File: src/rtl/keypad_scanner_pkg.sv
// Shared types for the keypad scanner: FSM state encoding and the legacy
// 4x4 key index to digit translation.
package keypad_pkg;

  typedef enum logic [1:0] {
    SCAN,
    DEBOUNCE,
    HELD,
    RELEASE
  } state_t;

  function automatic logic [3:0] keypad_map(input logic [3:0] code);
    logic [3:0] digit;
    case (code)
      4'd0:    digit = 4'd1;
      4'd1:    digit = 4'd2;
      4'd2:    digit = 4'd3;
      4'd3:    digit = 4'd10;
      4'd4:    digit = 4'd4;
      4'd5:    digit = 4'd5;
      4'd6:    digit = 4'd6;
      4'd7:    digit = 4'd11;
      4'd8:    digit = 4'd7;
      4'd9:    digit = 4'd8;
      4'd10:   digit = 4'd9;
      4'd11:   digit = 4'd12;
      4'd12:   digit = 4'd14;
      4'd13:   digit = 4'd0;
      4'd14:   digit = 4'd15;
      default: digit = 4'd13;
    endcase
    return digit;
  endfunction

endpackage

File: src/rtl/keypad_scanner_debounce.sv
// Saturating run-length counter: done pulses on the CYCLES-th consecutive
// clock with en high; any clock with en low restarts the run.
module keypad_debounce #(
  parameter int CYCLES = 100000
) (
  input  logic clk,
  input  logic rst_n,
  input  logic en,
  output logic done
);

  localparam int CNT_W = $clog2(CYCLES + 1);

  logic [CNT_W-1:0] cnt;

  always_ff @(posedge clk or negedge rst_n) begin
    if (!rst_n) begin
      cnt <= '0;
    end else if (!en) begin
      cnt <= '0;
    end else if (cnt != CNT_W'(CYCLES)) begin
      cnt <= cnt + CNT_W'(1);
    end
  end

  always_comb done = en && (cnt == CNT_W'(CYCLES - 1));

endmodule

File: src/rtl/keypad_scanner.sv
// Matrix keypad scanner with debounced press/release and a valid/ready event
// output. Define KEYPAD_REPEAT_EN to enable auto-repeat while a key is held.
module keypad_scanner
  import keypad_pkg::*;
#(
  parameter int ROWS            = 4,
  parameter int COLS            = 4,
  parameter int SCAN_CYCLES     = 500000,
  parameter int DEBOUNCE_CYCLES = 100000
`ifdef KEYPAD_REPEAT_EN
  ,
  parameter int REPEAT_DELAY    = 25000000,
  parameter int REPEAT_RATE     = 5000000
`endif
) (
  input  logic                            clk,
  input  logic                            rst_n,
  output logic [COLS-1:0]                 colunas,
  input  logic [ROWS-1:0]                 linhas,
  output logic [$clog2(ROWS*COLS)-1:0]    key_code,
  output logic                            key_valid,
  input  logic                            key_ready,
  output logic                            key_held,
  output logic                            overrun
);

  localparam int CODE_W = $clog2(ROWS * COLS);
  localparam int COL_W  = (COLS > 1) ? $clog2(COLS) : 1;
  localparam int ROW_W  = (ROWS > 1) ? $clog2(ROWS) : 1;
  localparam int SCAN_W = $clog2(SCAN_CYCLES + 1);

  state_t            state;
  logic [ROWS-1:0]   rows_meta;
  logic [ROWS-1:0]   rows;
  logic [COL_W-1:0]  col_idx;
  logic [COL_W-1:0]  next_col;
  logic [ROW_W-1:0]  row_idx;
  logic [ROW_W-1:0]  low_row;
  logic [SCAN_W-1:0] scan_cnt;
  logic [CODE_W-1:0] new_code;
  logic              all_high;
  logic              row_low;
  logic              deb_en;
  logic              deb_done;
  logic              rep_event;
  logic              ev;

  always_ff @(posedge clk or negedge rst_n) begin
    if (!rst_n) begin
      rows_meta <= '1;
      rows      <= '1;
    end else begin
      rows_meta <= linhas;
      rows      <= rows_meta;
    end
  end

  always_comb begin
    colunas          = '1;
    colunas[col_idx] = 1'b0;
  end

  always_comb begin
    low_row = '0;
    for (int unsigned i = ROWS; i > 0; i--) begin
      if (!rows[i-1]) low_row = ROW_W'(i - 1);
    end
  end

  always_comb begin
    all_high = &rows;
    row_low  = !rows[row_idx];
    next_col = (col_idx == COL_W'(COLS - 1)) ? '0 : col_idx + COL_W'(1);
    new_code = CODE_W'(int'(row_idx) * COLS + int'(col_idx));
    deb_en   = ((state == DEBOUNCE) && row_low) || ((state == RELEASE) && all_high);
    ev       = ((state == DEBOUNCE) && deb_done) || rep_event;
  end

  keypad_debounce #(
    .CYCLES(DEBOUNCE_CYCLES)
  ) u_debounce (
    .clk  (clk),
    .rst_n(rst_n),
    .en   (deb_en),
    .done (deb_done)
  );

  always_ff @(posedge clk or negedge rst_n) begin
    if (!rst_n) begin
      state    <= SCAN;
      col_idx  <= '0;
      row_idx  <= '0;
      scan_cnt <= '0;
      key_held <= 1'b0;
    end else begin
      case (state)
        SCAN: begin
          if (!all_high) begin
            state    <= DEBOUNCE;
            row_idx  <= low_row;
            scan_cnt <= '0;
          end else if (scan_cnt == SCAN_W'(SCAN_CYCLES - 1)) begin
            scan_cnt <= '0;
            col_idx  <= next_col;
          end else begin
            scan_cnt <= scan_cnt + SCAN_W'(1);
          end
        end
        DEBOUNCE: begin
          if (!row_low) begin
            state <= SCAN;
          end else if (deb_done) begin
            state    <= HELD;
            key_held <= 1'b1;
          end
        end
        HELD: begin
          if (all_high) state <= RELEASE;
        end
        RELEASE: begin
          if (!all_high) begin
            state <= HELD;
          end else if (deb_done) begin
            state    <= SCAN;
            key_held <= 1'b0;
            col_idx  <= next_col;
            scan_cnt <= '0;
          end
        end
      endcase
    end
  end

`ifdef KEYPAD_REPEAT_EN
  localparam int REP_MAX = (REPEAT_DELAY > REPEAT_RATE) ? REPEAT_DELAY : REPEAT_RATE;
  localparam int REP_W   = $clog2(REP_MAX + 1);

  logic [REP_W-1:0] rep_cnt;
  logic [REP_W-1:0] rep_last;
  logic             rep_armed;

  always_comb begin
    rep_last  = rep_armed ? REP_W'(REPEAT_RATE - 1) : REP_W'(REPEAT_DELAY - 1);
    rep_event = (state == HELD) && (rep_cnt == rep_last);
  end

  // Repeat timing pauses while release is being confirmed, so a bounce back
  // into HELD resumes the same repeat schedule.
  always_ff @(posedge clk or negedge rst_n) begin
    if (!rst_n) begin
      rep_cnt   <= '0;
      rep_armed <= 1'b0;
    end else if (state == HELD) begin
      if (rep_event) begin
        rep_cnt   <= '0;
        rep_armed <= 1'b1;
      end else begin
        rep_cnt <= rep_cnt + REP_W'(1);
      end
    end else if (state != RELEASE) begin
      rep_cnt   <= '0;
      rep_armed <= 1'b0;
    end
  end
`else
  always_comb rep_event = 1'b0;
`endif

  always_ff @(posedge clk or negedge rst_n) begin
    if (!rst_n) begin
      key_code  <= '0;
      key_valid <= 1'b0;
      overrun   <= 1'b0;
    end else begin
      overrun <= 1'b0;
      if (ev && key_valid && !key_ready) begin
        overrun <= 1'b1;
      end else if (ev) begin
        key_code  <= new_code;
        key_valid <= 1'b1;
      end else if (key_valid && key_ready) begin
        key_valid <= 1'b0;
      end
    end
  end

endmodule

File: config.mk
export PLATFORM = sky130hd
export DESIGN_NAME = keypad_scanner
export DESIGN_NICKNAME = d
export VERILOG_FILES = /design/src/rtl/keypad_scanner_pkg.sv /design/src/rtl/keypad_scanner_debounce.sv /design/src/rtl/keypad_scanner.sv
export SDC_FILE = /design/constraint.sdc
export NUM_CORES = 1
export LEC_CHECK = 0
export ABC_AREA = 1
export CAP_MARGIN = 20
export CELL_PAD_IN_SITES_DETAIL_PLACEMENT = 0
export CELL_PAD_IN_SITES_GLOBAL_PLACEMENT = 2
export CORE_UTILIZATION = 35
export CTS_CLUSTER_DIAMETER = 50
export DETAILED_ROUTE_END_ITERATION = 6
export MAX_ROUTING_LAYER = met4
export PLACE_DENSITY_LB_ADDON = 0.08
export SYNTH_ARGS = -nofsm -noshare
export SYNTH_HDL_FRONTEND = slang
export SYNTH_HIERARCHICAL = 1
export SYNTH_SLANG_ARGS = --single-unit
File: constraint.sdc
create_clock -name clk -period 2.95 [get_ports clk]
set_input_delay 0.59 -clock clk [delete_from_list [all_inputs] [get_ports clk]]
set_output_delay 0.59 -clock clk [all_outputs]
set_load 0.005 [all_outputs]
Yosys cells after proc, flatten, opt, wreduce, memory -nomap -nowiden

Index checks and enable logic that the tools add are counted.

Reduce and logical (&&, ||, !) cells: 23
Magnitude comparators: 3
Muxes and demuxes: 36
Add/subtract/negate cells: 4
Eq/ne operators: 18
Bitwise gates (word level): 3

Operator list:

| cell                                                       | number |
|---|---|
| 2-to-1 mux 19 bit                                          | 4 |
| one-hot mux 19 bit (2 select lines)                        | 1 |
| 2-to-1 mux 17 bit                                          | 2 |
| 2-to-1 mux 2 bit                                           | 15 |
| adder 19 x 1 -> 19 bit, second input constant              | 1 |
| equality test 19 bit, second input constant                | 1 |
| != test 2 bit, second input constant                       | 9 |
| adder 17 x 1 -> 17 bit, second input constant              | 1 |
| equality test 17 bit, second input constant                | 1 |
| != test 17 bit, second input constant                      | 1 |
| AND reduction 5 bit                                        | 2 |
| 2-to-1 mux 1 bit                                           | 9 |
| logical AND 1 bit                                          | 8 |
| one-hot mux 2 bit (4 select lines)                         | 1 |
| AND reduction 4 bit                                        | 2 |
| equality test 2 bit, second input constant                 | 3 |
| less-than comparator 2 x 3 -> 1 bit, second input constant | 2 |
| != test 3 bit, second input constant                       | 2 |
| AND reduction 2 bit                                        | 3 |
| nonzero test 2 bit                                         | 3 |
| adder 4 x 2 -> 4 bit                                       | 1 |
| inverter 4 bit                                             | 1 |
| one-hot mux 2 bit (2 select lines)                         | 1 |
| AND reduction 3 bit                                        | 1 |
| other kinds (10)                                           | 12 |

Register bits: 57
Output and inout bits: 11
Input port bits: 7
Logic and storage cells: 98

Depth between registers and ports, before layout

Gate-level depths: netlist of the first run.

Depth after elaboration: 11
Depth in mapped cells: 20
Depth with buffers taken out: 19

Hierarchy

Netlist of the first run, hierarchy kept.

By module, submodules not included:

| module          | area an instance (µm²) | sequential area each (µm²) | times used | cells an instance |
|---|---|---|---|---|
| keypad_scanner  | 2,192.1                | 1,011.0                    | 1          | 296 |
| keypad_debounce | 1,027.2                | 425.4                      | 1          | 148 |

Worst setup path after synthesis of the first run

OpenSTA, ideal clock, no wires.

Path kind: reg-to-reg
From: register rows[2]
To: register scan_cnt[9]
Setup slack: 0.286 ns
Cell stages (with the launch flop): 20
Library setup time: 0.119 ns
Arrival time: 2.545 ns
Clock period less this slack: 2.664 ns
Required time: 2.831 ns
Path buffers: 2
Cells stage by stage: dfstp_2 > nand2_1 > nor2_2 > inv_1 > nor2_1 > inv_1 > o21ai_0 > clkbuf_1 > nand2_1 > nor3_1 > nand4_1 > nor3_1 > inv_1 > nand2_1 > nand2_2 > nor2_4 > buf_6 > nand2_2 > xor2_1 > nor2_2

Cells in the longest elaborated chain, start to end: 8
Elaborated cells on any way between the ends: 13
Those cells by class: eq/ne (2); mux (4); reduce/logical (7)

Ends and longest elaborated chain:

| what                                     | RTL line                      | RTL |
|---|---|---|
| from (decl)                              | keypad_scanner.sv:34          | `logic [ROWS-1:0] rows;` |
| from (signal assigned)                   | keypad_scanner.sv:54          | `rows <= rows_meta;` |
| binary-select mux 1 bit (select 2 bit)   | keypad_scanner.sv:72          | `row_low = !rows[row_idx];` |
| 2-to-1 mux 1 bit (not written as such)   | keypad_scanner.sv:72          |  |
| zero test 1 bit                          | keypad_scanner.sv:72          |  |
| logical AND 1 bit                        | keypad_scanner.sv:75          | `deb_en = ((state == DEBOUNCE) && row_low) \|\| ((state == RELEASE) && all_high);` |
| logical OR 1 bit (*)                     | keypad_scanner.sv:75          |  |
| named net deb_en                         | keypad_scanner.sv:43          | `logic deb_en;` |
| logical AND 1 bit (*)                    | keypad_scanner_debounce.sv:26 | `always_comb done = en && (cnt == CNT_W'(CYCLES - 1));` |
| named net deb_done                       | keypad_scanner.sv:44          | `logic deb_done;` |
| != test 2 bit (no source line) (*)       | --                            |  |
| AND reduction 3 bit (no source line) (*) | --                            |  |
| to (signal assigned)                     | keypad_scanner.sv:106         | `scan_cnt <= scan_cnt + SCAN_W'(1);` |
| to (decl)                                | keypad_scanner.sv:39          | `logic [SCAN_W-1:0] scan_cnt;` |

Mark *: on every way through the listed nets, which the timed path passes. The rest lies on a longest branch. The select of a mux whose other input is x is not followed.
A chain may end at the register's enable or synchronous reset.

Worst setup path in the final report of the first run

From: register rows[2]
To: register scan_cnt[2]

Same word-level chain as after synthesis.

==> results.py, run 1 <==
metrics = {
    "status": {
        "status": "finished, violations left",
        "failed_checks": "design-rule violations",
    },
    "global_routing": {
        "use_met1": 0.222,
        "antenna_found_initial": 0,
        "grt_remaining_overflow": 0,
        "grt_use_met3": 0.0286,
        "grt_pass1_wl_mm": 13.4,
        "grt_use_total": 0.183,
        "grt.met2_usage": 0.301,
        "grt_pass1_vias": 2803,
        "grt.busiest_layer": "met2",
        "grt_max_degree": 23,
    },
    "drt": {
        "wire_per_inst_microns": 12.8,
        "vias": 2782,
        "vias_per_cell": 4.72,
        "drt_wl_total_mm": 7.52,
        "drt_iter0_markers": 73,
        "antenna_left": 0,
        "drc_errors": 2,
        "drt_first_pass_iters": 6,
    },
    "place": {
        "dpl.hpwl_mm": 5.64,
        "gp_congestion": 0.815,
        "placed_cells": 570,
        "io_buffers": 17,
    },
    "synth": {
        "syn-cell-area_sq_um": 3220,
        "syn-num-nets": 458,
        "ys_types": 30,
        "synth_warnings": 6,
        "synth_cells": 444,
        "synth-seq-cells": 57,
        "yosysSeqAreaShare": 0.446,
        "avgSynthCellArea_sq_um": 7.25,
    },
    "pwr": {
        "vdd_drop_max_mv": 0.278,
        "total_power_w": 0.00238,
        "p_per_area_nw_per_um2": 632,
        "leakage_nw": 1.76,
    },
    "floorplan": {
        "die_area_sq_um": 9590,
        "initial_core_util": 0.366,
        "pin_count": 18,
        "die_y_microns": 97.9,
        "fp.dieW_microns": 97.9,
        "rows": 34,
        "core_sq_um": 8810,
    },
    "final_layout": {
        "layout_common_cells": "130 x nand2_1, 63 x inv_1, 61 x nor2_1",
        "drive_gt1_frac": 0.116,
        "layout.nets": 490,
        "fin_cells": 589,
        "final_common_cell": "nand2_1",
        "fill_cells": 943,
        "n_antenna_cell": 0,
        "syn2layout_area_growth_pct": 17.1,
    },
    "worst_setup_path": {
        "crit_chain": "nand2_1, nor2_2, inv_1, nor2_1, inv_1, o21ai_0, nand2_1, nor3_1, nand4_1, nor3_2, inv_1, nand2_1, nand2_2, nor2_4, buf_12, nand2_1, xor2_1, nor2_1",
        "cp_slowest_cell": "dfstp_2",
        "crit_fanout": 16,
        "cp-start-kind": "flip-flop",
        "cp_num_buf_inv": 4,
        "critPathArrivalTime_ns": 2.84,
        "cp.depth": 18,
        "critPathRequiredTime_ns": 3.17,
        "reg2reg_depth": 18,
        "critPathMostFrequentCell": "nand2_1",
        "slowest_delay_ns": 0.55,
        "worstSetupEndpointType": "flip-flop",
        "path_class": "flip-flop to flip-flop",
        "cp_top_family": "simple AND/OR/NAND/NOR gates",
    },
    "cts": {
        "cts.path.max_buffers": 2,
        "cts_tree": "done",
        "insertion_delay_ns": 0.34,
        "clockRootBuffer": "clkbuf_8",
        "htreeDepth": 3,
        "hold_buffers": 0,
        "numCtsBuffers": 9,
        "cts.sinks": 57,
        "clk_pin_slew_worst_paths_ns": 0.07,
    },
    "sta": {
        "period_share": 0.886,
        "hold_slack_ns": 0.207,
        "timing_hold_violations_final": 0,
        "fin_crit_ns": 2.61,
        "finalSetupViolations": 0,
        "worst_slew_pin_slew_ns": 0.503,
        "fin_skew_ns": 0.00979,
        "drv_slew": 0,
        "fmax_ghz": 0.382,
        "slew_headroom": 0.665,
    },
    "worst_hold_path": {
        "hp-class": "input port to asynchronous set/reset pin",
    },
    "flow_run": {
        "cap_violations": 0,
    },
}
## Yosys cell counts
library cell | instances | share of area
nand2_1 | 130 | 0.15
inv_1 | 63 | 0.073
nor2_1 | 61 | 0.071
dfrtp_1 | 49 | 0.38
nand3_1 | 34 | 0.053
o21ai_0 | 21 | 0.033
nand4_1 | 14 | 0.027
dfstp_2 | 8 | 0.065
xor2_1 | 8 | 0.022
a21oi_1 | 7 | 0.011
ha_1 | 7 | 0.027
nand2_2 | 7 | 0.014
nor2_2 | 6 | 0.012
nor3_1 | 6 | 0.0093
inv_2 | 4 | 0.0047
clkbuf_1 | 2 | 0.0023
nor2_4 | 2 | 0.0070
o21ai_1 | 2 | 0.0031
o22ai_1 | 2 | 0.0039
a21oi_2 | 1 | 0.0027
a32o_1 | 1 | 0.0031
and2_1 | 1 | 0.0019
buf_2 | 1 | 0.0016
buf_4 | 1 | 0.0023
buf_6 | 1 | 0.0035
mux2i_1 | 1 | 0.0031
nand3_2 | 1 | 0.0031
nand3b_1 | 1 | 0.0023
nor3_2 | 1 | 0.0031
xnor2_1 | 1 | 0.0027
## worst register-to-register path, stage by stage (launching register included)
cell and delay, ns:
dfstp_2 0.55, nand2_1 0.08, nor2_2 0.13, inv_1 0.06, nor2_1 0.08, inv_1 0.07
o21ai_0 0.11, nand2_1 0.08, nor3_1 0.14, nand4_1 0.11, nor3_2 0.14, inv_1 0.09
nand2_1 0.11, nand2_2 0.08, nor2_4 0.21, buf_12 0.18, nand2_1 0.07, xor2_1 0.14
nor2_1 0.06
## layer usage
metal / vias up / wire (microns)
met5: - / 0
met4: 0 / 138
met3: 14 / 176
met2: 32 / 3650
met1: 1282 / 3560
li1: 1454 / -
## power by group
part | switching [W] | total [W] | internal, W | leakage, nW
combinational | 0.000464 | 0.000741 | 0.000277 | 0.905
sequential | 0.0000564 | 0.000902 | 0.000846 | 0.758
clock | 0.000330 | 0.000741 | 0.000410 | 0.0953
total | 0.000851 | 0.00238 | 0.00153 | 1.76
## through the flow
| step | area (sq um) | TNS [ns] | worst slack, ns | utilization |
|---|---|---|---|---|
| 4_1_cts | 3740 | 0 | 0.216 | 0.425 |
| 3_3_place_gp | 3550 | 0 | 0.303 | 0.403 |
| 3_5_place_dp | 3550 | 0 | 0.240 | 0.403 |
| 2_1_floorplan | 3220 | 0 | 0.286 | - |
| 6_report | 3770 | 0 | 0.335 | 0.428 |
| 5_1_grt | 3770 | -0.0330 | -0.0296 | 0.428 |
## final cells by class
| cell class | instances | area [sq um] | area share |
|---|---|---|---|
| timing repair buffer | 26 | 245 | 0.0651 |
| inverter | 67 | 251 | 0.0667 |
| clock buffer | 11 | 141 | 0.0375 |
| clock inverter | 5 | 55.1 | 0.0146 |
| multi-input combinational | 315 | 1510 | 0.399 |
| tap | 108 | 135 | 0.0358 |
| sequential | 57 | 1440 | 0.381 |
## flip-flops by register name (all words and copies together), names as in the netlist
signal	flops
key_held	1
row_idx	2
rows	4
overrun	1
state	2
rows_meta	4
col_idx	2
key_valid	1
key_code	4
u_debounce/cnt	17
scan_cnt	19
## repair_timing
item | in CTS | in global routing
resized for setup | 0 | 1
endpoints found under the setup margin | 0 | 13
setup buffers | 0 | 3
## cell families (layout without fill, tap and decap cells)
logic type,count (synthesis),after routing,share of synthesized area
compound gates,34,34,0.0564
flops,57,57,0.446
simple gates,264,264,0.355
fa+ha+maj,7,7,0.0272
xor+xnor,9,9,0.0245
buf+inv,72,109,0.0878
mux,1,1,0.00311
## worst paths after layout
kind | slack, ns | startpoint | end
worst max-delay path | 0.34 | rows[2] | scan_cnt[2]
max in group asynchronous | 2.04 | rst_n | rows[2]
worst min register to register | 0.35 | rows_meta[3] | rows[3]
min in group clk | 0.35 | rows_meta[3] | rows[3]
worst min-delay path | 0.21 | rst_n | key_code[0]
worst max register to register | 0.34 | rows[2] | scan_cnt[2]
No activity file was read; power rests on OpenSTA's default activity.
==> run 2: changes to the inputs <==
- PLACE_DENSITY_LB_ADDON: 0.08 -> 0.05
==> run 2 against run 1 <==
  * The run still ends with design-rule violations left
  * Non-clock buffer count decreased by 1
  * Setup slack improved by 0.078 ns
  * Sequential share of layout area decreased by 0.38 points
  * Clock-buffer cell count decreased by 1
==> results.py, run 2 (same netlist as run 1, synthesis figures left out) <==
metrics = {
    "status": {
        "status": "finished, violations left",
        "failed_checks": "design-rule violations",
    },
    "sta": {
        "worst_slew_pin_slew_ns": 0.355,
        "fin_tns_setup_ns": 0,
        "fin_skew_ns": 0.00854,
        "slew_headroom": 0.762,
        "timing_hold_violations_final": 0,
        "drv_slew": 0,
        "period_share": 0.860,
        "fmax_ghz": 0.394,
        "fin_crit_ns": 2.54,
        "finalSetupViolations": 0,
        "fin_ws_ns": 0.413,
        "rsz0062_at_grt": "false",
    },
    "final_layout": {
        "layout_common_cells": "130 x nand2_1, 63 x inv_1, 61 x nor2_1",
        "syn2layout_area_growth_pct": 18.3,
        "final_common_cell": "nand2_1",
        "fin_cells": 588,
        "fin_util": 0.432,
        "drive_gt1_frac": 0.117,
        "fill_cells": 963,
        "design_area_sq_um": 3810,
        "largest_reg_flops": 19,
        "final-seq-area_sq_um": 1440,
        "multi_input_area_sq_um": 1510,
        "reg_top3": "scan_cnt (19), u_debounce/cnt (17)",
        "layout.nets": 489,
        "n_antenna_cell": 0,
        "regMostFlops": "scan_cnt",
    },
    "cts": {
        "cts_tree": "done",
        "clk_pin_slew_worst_paths_ns": 0.07,
        "htreeDepth": 3,
        "hold_buffers": 0,
        "cts.path.max_buffers": 2,
        "clockRootBuffer": "clkbuf_8",
        "numCtsBuffers": 9,
        "insertion_delay_ns": 0.34,
        "cts.sinks": 57,
    },
    "global_routing": {
        "grt_remaining_overflow": 0,
        "grt_pass1_vias": 2675,
        "grt.busiest_layer": "met2",
        "antenna_found_initial": 0,
        "grt.met2_usage": 0.284,
        "grt_use_met3": 0.0265,
        "grt_max_degree": 58,
        "grt_use_total": 0.182,
        "use_met1": 0.234,
        "grt_pass1_wl_mm": 13.2,
    },
    "place": {
        "io_buffers": 17,
        "gp_congestion": 0.822,
        "dpl.hpwl_mm": 5.57,
        "placed_cells": 569,
        "place_ws_ns": 0.231,
        "postPlaceCellArea_sq_um": 3550,
    },
    "pwr": {
        "p_comb_frac": 0.300,
        "power.switching_fraction": 0.348,
        "power.internal_w": 0.00163,
        "p_per_area_nw_per_um2": 655,
        "p_sw_w": 0.000869,
        "leakage_nw": 1.77,
        "clockPowerShare": 0.337,
        "seqPwrFrac": 0.362,
        "vdd_drop_max_mv": 0.226,
    },
    "worst_setup_path": {
        "path_class": "flip-flop to flip-flop",
        "crit_fanout": 15,
        "crit_chain": "nand2_1, nor2_2, inv_1, nor2_1, inv_1, o21ai_1, nand2_1, nor3_1, nand4_1, nor3_2, inv_1, nand2_1, nand2_2, nor2_4, buf_12, nand2_2, xor2_1, nor2_2",
        "critPathArrivalTime_ns": 2.78,
        "worstSetupEndpointType": "flip-flop",
        "critPathRequiredTime_ns": 3.19,
        "slowest_delay_ns": 0.55,
        "cp_top_family": "simple AND/OR/NAND/NOR gates",
        "cp-start-kind": "flip-flop",
        "cp_num_buf_inv": 4,
        "cp_slowest_cell": "dfstp_2",
    },
    "flow_run": {
        "cap_violations": 0,
    },
    "floorplan": {
        "fp.dieW_microns": 97.9,
        "rows": 34,
        "die_y_microns": 97.9,
        "pin_count": 18,
        "core_sq_um": 8810,
        "initial_core_util": 0.366,
        "die_area_sq_um": 9590,
    },
    "drt": {
        "antenna_left": 0,
        "drt_first_pass_iters": 6,
        "drt_wl_total_mm": 7.63,
        "vias_per_cell": 4.71,
        "vias": 2768,
        "drc_errors": 2,
        "drt_iter0_markers": 94,
        "wire_per_inst_microns": 13.0,
    },
    "worst_hold_path": {
        "hp-class": "input port to asynchronous set/reset pin",
    },
}
run 2: changes by cell type in the layout (fill, tap and decap cells not counted), sizes merged:
| cell | change |
|---|---|
| clkinvlp | +1 |
| clkbuf | -1 |
| buf | -1 |
| clkinv | -1 |
| bufinv | +1 |
run 2: layer usage:
layer / up-vias / routed length [microns]
met1: 1278 / 3700
met5: - / 0
met2: 28 / 3590
met4: 0 / 151
li1: 1450 / -
met3: 12 / 183
run 2: final cells by class:
cell class / instances / area share
Multi-Input combinational cell: 315 / 0.395
Timing Repair Buffer: 25 / 0.0657
Clock inverter: 6 / 0.0240
Sequential cell: 57 / 0.377
Clock buffer: 10 / 0.0361
Inverter: 67 / 0.0661
Tap cell: 108 / 0.0355
run 2: timing repair:
action	4_1_cts	5_1_grt
setup buffers	0	3
setup endpoints to repair	0	16
gates resized for setup	0	1
run 2: path summary, 6_finish.rpt:
kind / endpoint / depth (start not counted) / start / slack, ns
min: key_code[1] / 2 / rst_n / 0.23
min in group clk: rows[3] / 0 / rows_meta[3] / 0.35
max: scan_cnt[9] / 18 / rows[2] / 0.41
min reg2reg: rows[3] / 0 / rows_meta[3] / 0.35
max in group asynchronous: rows_meta[2] / 2 / rst_n / 2.41
max reg2reg: scan_cnt[9] / 18 / rows[2] / 0.41
run 2: worst reg2reg max path: cells and delay by family (launching register included):
family / cells / cell delay [ns]
DFF: 1 / 0.55
AOI/OAI and AO/OA: 1 / 0.11
buffers and inverters: 4 / 0.39
xor gates and xnor gates: 1 / 0.16
and+or+nand+nor: 12 / 1.23
run 2: stage by stage:
| step | total power (W) | hold slack [ns] |
|---|---|---|
| 5_1_grt | 0.00267 | 0.265 |
| 3_3_place_gp | 0.00162 | 0.346 |
| 3_5_place_dp | 0.00163 | 0.348 |
| 6_report | 0.00250 | 0.227 |
| 2_1_floorplan | 0.00139 | 0.294 |
| 4_1_cts | 0.00249 | 0.244 |
run 2: power groups by stage:
stage / clock network, W / logic, W / registers (W)
after floorplan: 0 / 0.000486 / 0.000905
after global placement: 0 / 0.000703 / 0.000919
after detailed placement: 0 / 0.000710 / 0.000919
after CTS: 0.000869 / 0.000712 / 0.000905
after global routing: 0.000906 / 0.000849 / 0.000913
final: 0.000842 / 0.000749 / 0.000904
==> run 3: changes to the inputs <==
- CORE_MARGIN: not set -> 1.5
==> run 3 against run 2 <==
  * The flow still finishes with violations (design-rule violations)
  * Design area shrank 0.13%
  * Clock power about the same
  * Sequential power barely moved
  * Maximum frequency fell by 1.8%
  * Non-clock buffer count is the same
  * Via count rose by 0.98%
  * Flip-flop and latch count unchanged
  * Worst hold slack better by 0.046 ns
  * Total power fell by 0.15%
  * First-iteration DRC count rose by 18%
  * Clock-buffer cell count unchanged
  * Sequential share of layout area barely moved
  * Critical path type unchanged
  * Largest cell class unchanged
==> results.py, run 3 (same netlist as run 1, synthesis figures left out) <==
metrics = {
    "status": {
        "status": "finished, violations left",
        "failed_checks": "design-rule violations",
    },
    "cts": {
        "clockRootBuffer": "clkbuf_8",
        "cts_tree": "done",
        "cts.path.max_buffers": 2,
        "clk_pin_slew_worst_paths_ns": 0.08,
        "insertion_delay_ns": 0.35,
        "cts.sinks": 57,
        "htreeDepth": 3,
        "numCtsBuffers": 9,
    },
    "sta": {
        "fin_crit_ns": 2.58,
        "worst_slew_pin_slew_ns": 0.679,
        "fin_ws_ns": 0.366,
        "fin_tns_setup_ns": 0,
        "fmax_ghz": 0.387,
        "slew_headroom": 0.548,
        "fin_skew_ns": 0.0138,
        "drv_slew": 0,
        "period_share": 0.876,
        "finalSetupViolations": 0,
        "timing_hold_violations_final": 0,
    },
    "place": {
        "postPlaceCellArea_sq_um": 3550,
        "io_buffers": 17,
        "place_ws_ns": 0.258,
        "gp_congestion": 0.788,
        "dpl.hpwl_mm": 5.63,
        "placed_cells": 569,
    },
    "drt": {
        "vias": 2795,
        "vias_per_cell": 4.75,
        "drt_iter0_markers": 111,
        "antenna_left": 0,
        "drc_errors": 2,
        "drt_wl_total_mm": 7.52,
        "drt_first_pass_iters": 7,
        "wire_per_inst_microns": 12.8,
    },
    "worst_hold_path": {
        "hp-class": "input port to asynchronous set/reset pin",
    },
    "worst_setup_path": {
        "crit_chain": "nand2_1, nor2_2, inv_1, nor2_1, inv_1, o21ai_1, nand2_1, nor3_1, nand4_1, nor3_1, inv_1, nand2_1, nand2_2, nor2_4, buf_4, buf_12, nand2_1, xor2_1, nor2_1",
        "cp_slowest_cell": "dfstp_2",
        "crit_fanout": 15,
        "critPathMostFrequentCell": "nand2_1",
        "critPathRequiredTime_ns": 3.18,
        "path_class": "flip-flop to flip-flop",
        "critPathArrivalTime_ns": 2.81,
        "worstSetupEndpointType": "flip-flop",
        "cp-start-kind": "flip-flop",
        "slowest_delay_ns": 0.54,
    },
    "floorplan": {
        "fp.dieW_microns": 98.9,
        "initial_core_util": 0.366,
        "die_area_sq_um": 9780,
        "core_sq_um": 8810,
        "pin_count": 18,
        "die_y_microns": 98.9,
        "rows": 34,
    },
    "final_layout": {
        "final_common_cell": "nand2_1",
        "fin_cells": 588,
        "drive_gt1_frac": 0.115,
        "regMostFlops": "scan_cnt",
        "fill_cells": 925,
        "reg_top3": "scan_cnt (19), u_debounce/cnt (17)",
        "fin_util": 0.432,
        "design_area_sq_um": 3800,
        "n_antenna_cell": 0,
        "syn2layout_area_growth_pct": 18.1,
        "multi_input_area_sq_um": 1500,
        "final-seq-area_sq_um": 1440,
        "layout_common_cells": "130 x nand2_1, 63 x inv_1, 61 x nor2_1",
        "largest_reg_flops": 19,
        "layout.nets": 489,
    },
    "global_routing": {
        "grt_pass1_wl_mm": 13.2,
        "grt_pass1_vias": 2750,
        "grt_max_degree": 30,
        "grt_remaining_overflow": 0,
        "grt_use_total": 0.176,
        "antenna_found_initial": 0,
    },
    "pwr": {
        "vdd_drop_max_mv": 0.240,
        "leakage_nw": 1.77,
        "p_per_area_nw_per_um2": 655,
    },
    "flow_run": {
        "cap_violations": 0,
    },
}
-- run 3: cell count changes in the layout (fill, tap and decap cells not counted) --
| cell | change |
|---|---|
| nor3_1 | +1 |
| nor3_2 | -1 |
-- run 3: final timing paths --
kind                               from      endpoint  slack, ns  depth (start not counted)
max                             rows[2]   scan_cnt[3]       0.37                         19
min                               rst_n   key_code[1]       0.27                          1
max reg2reg                     rows[2]   scan_cnt[3]       0.37                         19
min reg2reg                rows_meta[3]       rows[3]       0.36                          0
max in group asynchronous         rst_n  scan_cnt[13]       2.07                          2
min in group clk           rows_meta[3]       rows[3]       0.36                          0
-- run 3: layout make-up --
class / instances / share of cell area
clock inverters: 6 / 0.0240
well taps: 108 / 0.0355
inverters: 67 / 0.0661
clock buffers: 10 / 0.0362
flip-flops and latches: 57 / 0.378
repair buffers: 25 / 0.0658
multi-input cells: 315 / 0.395
-- run 3: power by group --
part / leakage, nW / internal, W / total [W] / switching (W)
Sequential: 0.758 / 0.000845 / 0.000904 / 0.0000587
Clock: 0.105 / 0.000499 / 0.000842 / 0.000343
Combinational: 0.905 / 0.000283 / 0.000745 / 0.000462
-- run 3: what timing repair did --
action | in CTS | in global routing
setup endpoints to repair | 0 | 16
gates resized for setup | 0 | 0
hold buffers | 0 | 0
setup buffers | 0 | 3
-- run 3: critical path, delay by kind of cell, from the launching register on --
family / cells / cell delay, ns
flip-flops: 1 / 0.54
AND/OR/NAND/NOR: 12 / 1.19
XOR/XNOR: 1 / 0.14
buffers and inverters: 5 / 0.48
AO/OA/AOI/OAI: 1 / 0.10
-- run 3: stage by stage --
step                      hold slack, ns  power [W]
after floorplan                    0.294    0.00139
final                              0.273    0.00249
after global routing               0.320    0.00266
after detailed placement           0.347    0.00163
after CTS                          0.288    0.00248
after global placement             0.347    0.00163
-- run 3: per-layer routing --
metal,track usage,part of all wire,vias to the layer above
li1,-,-,1460
met1,0.220,0.48,1291
met2,0.280,0.48,34
met3,0.0305,0.025,10
met4,0.0802,0.014,0
met5,-,0,-
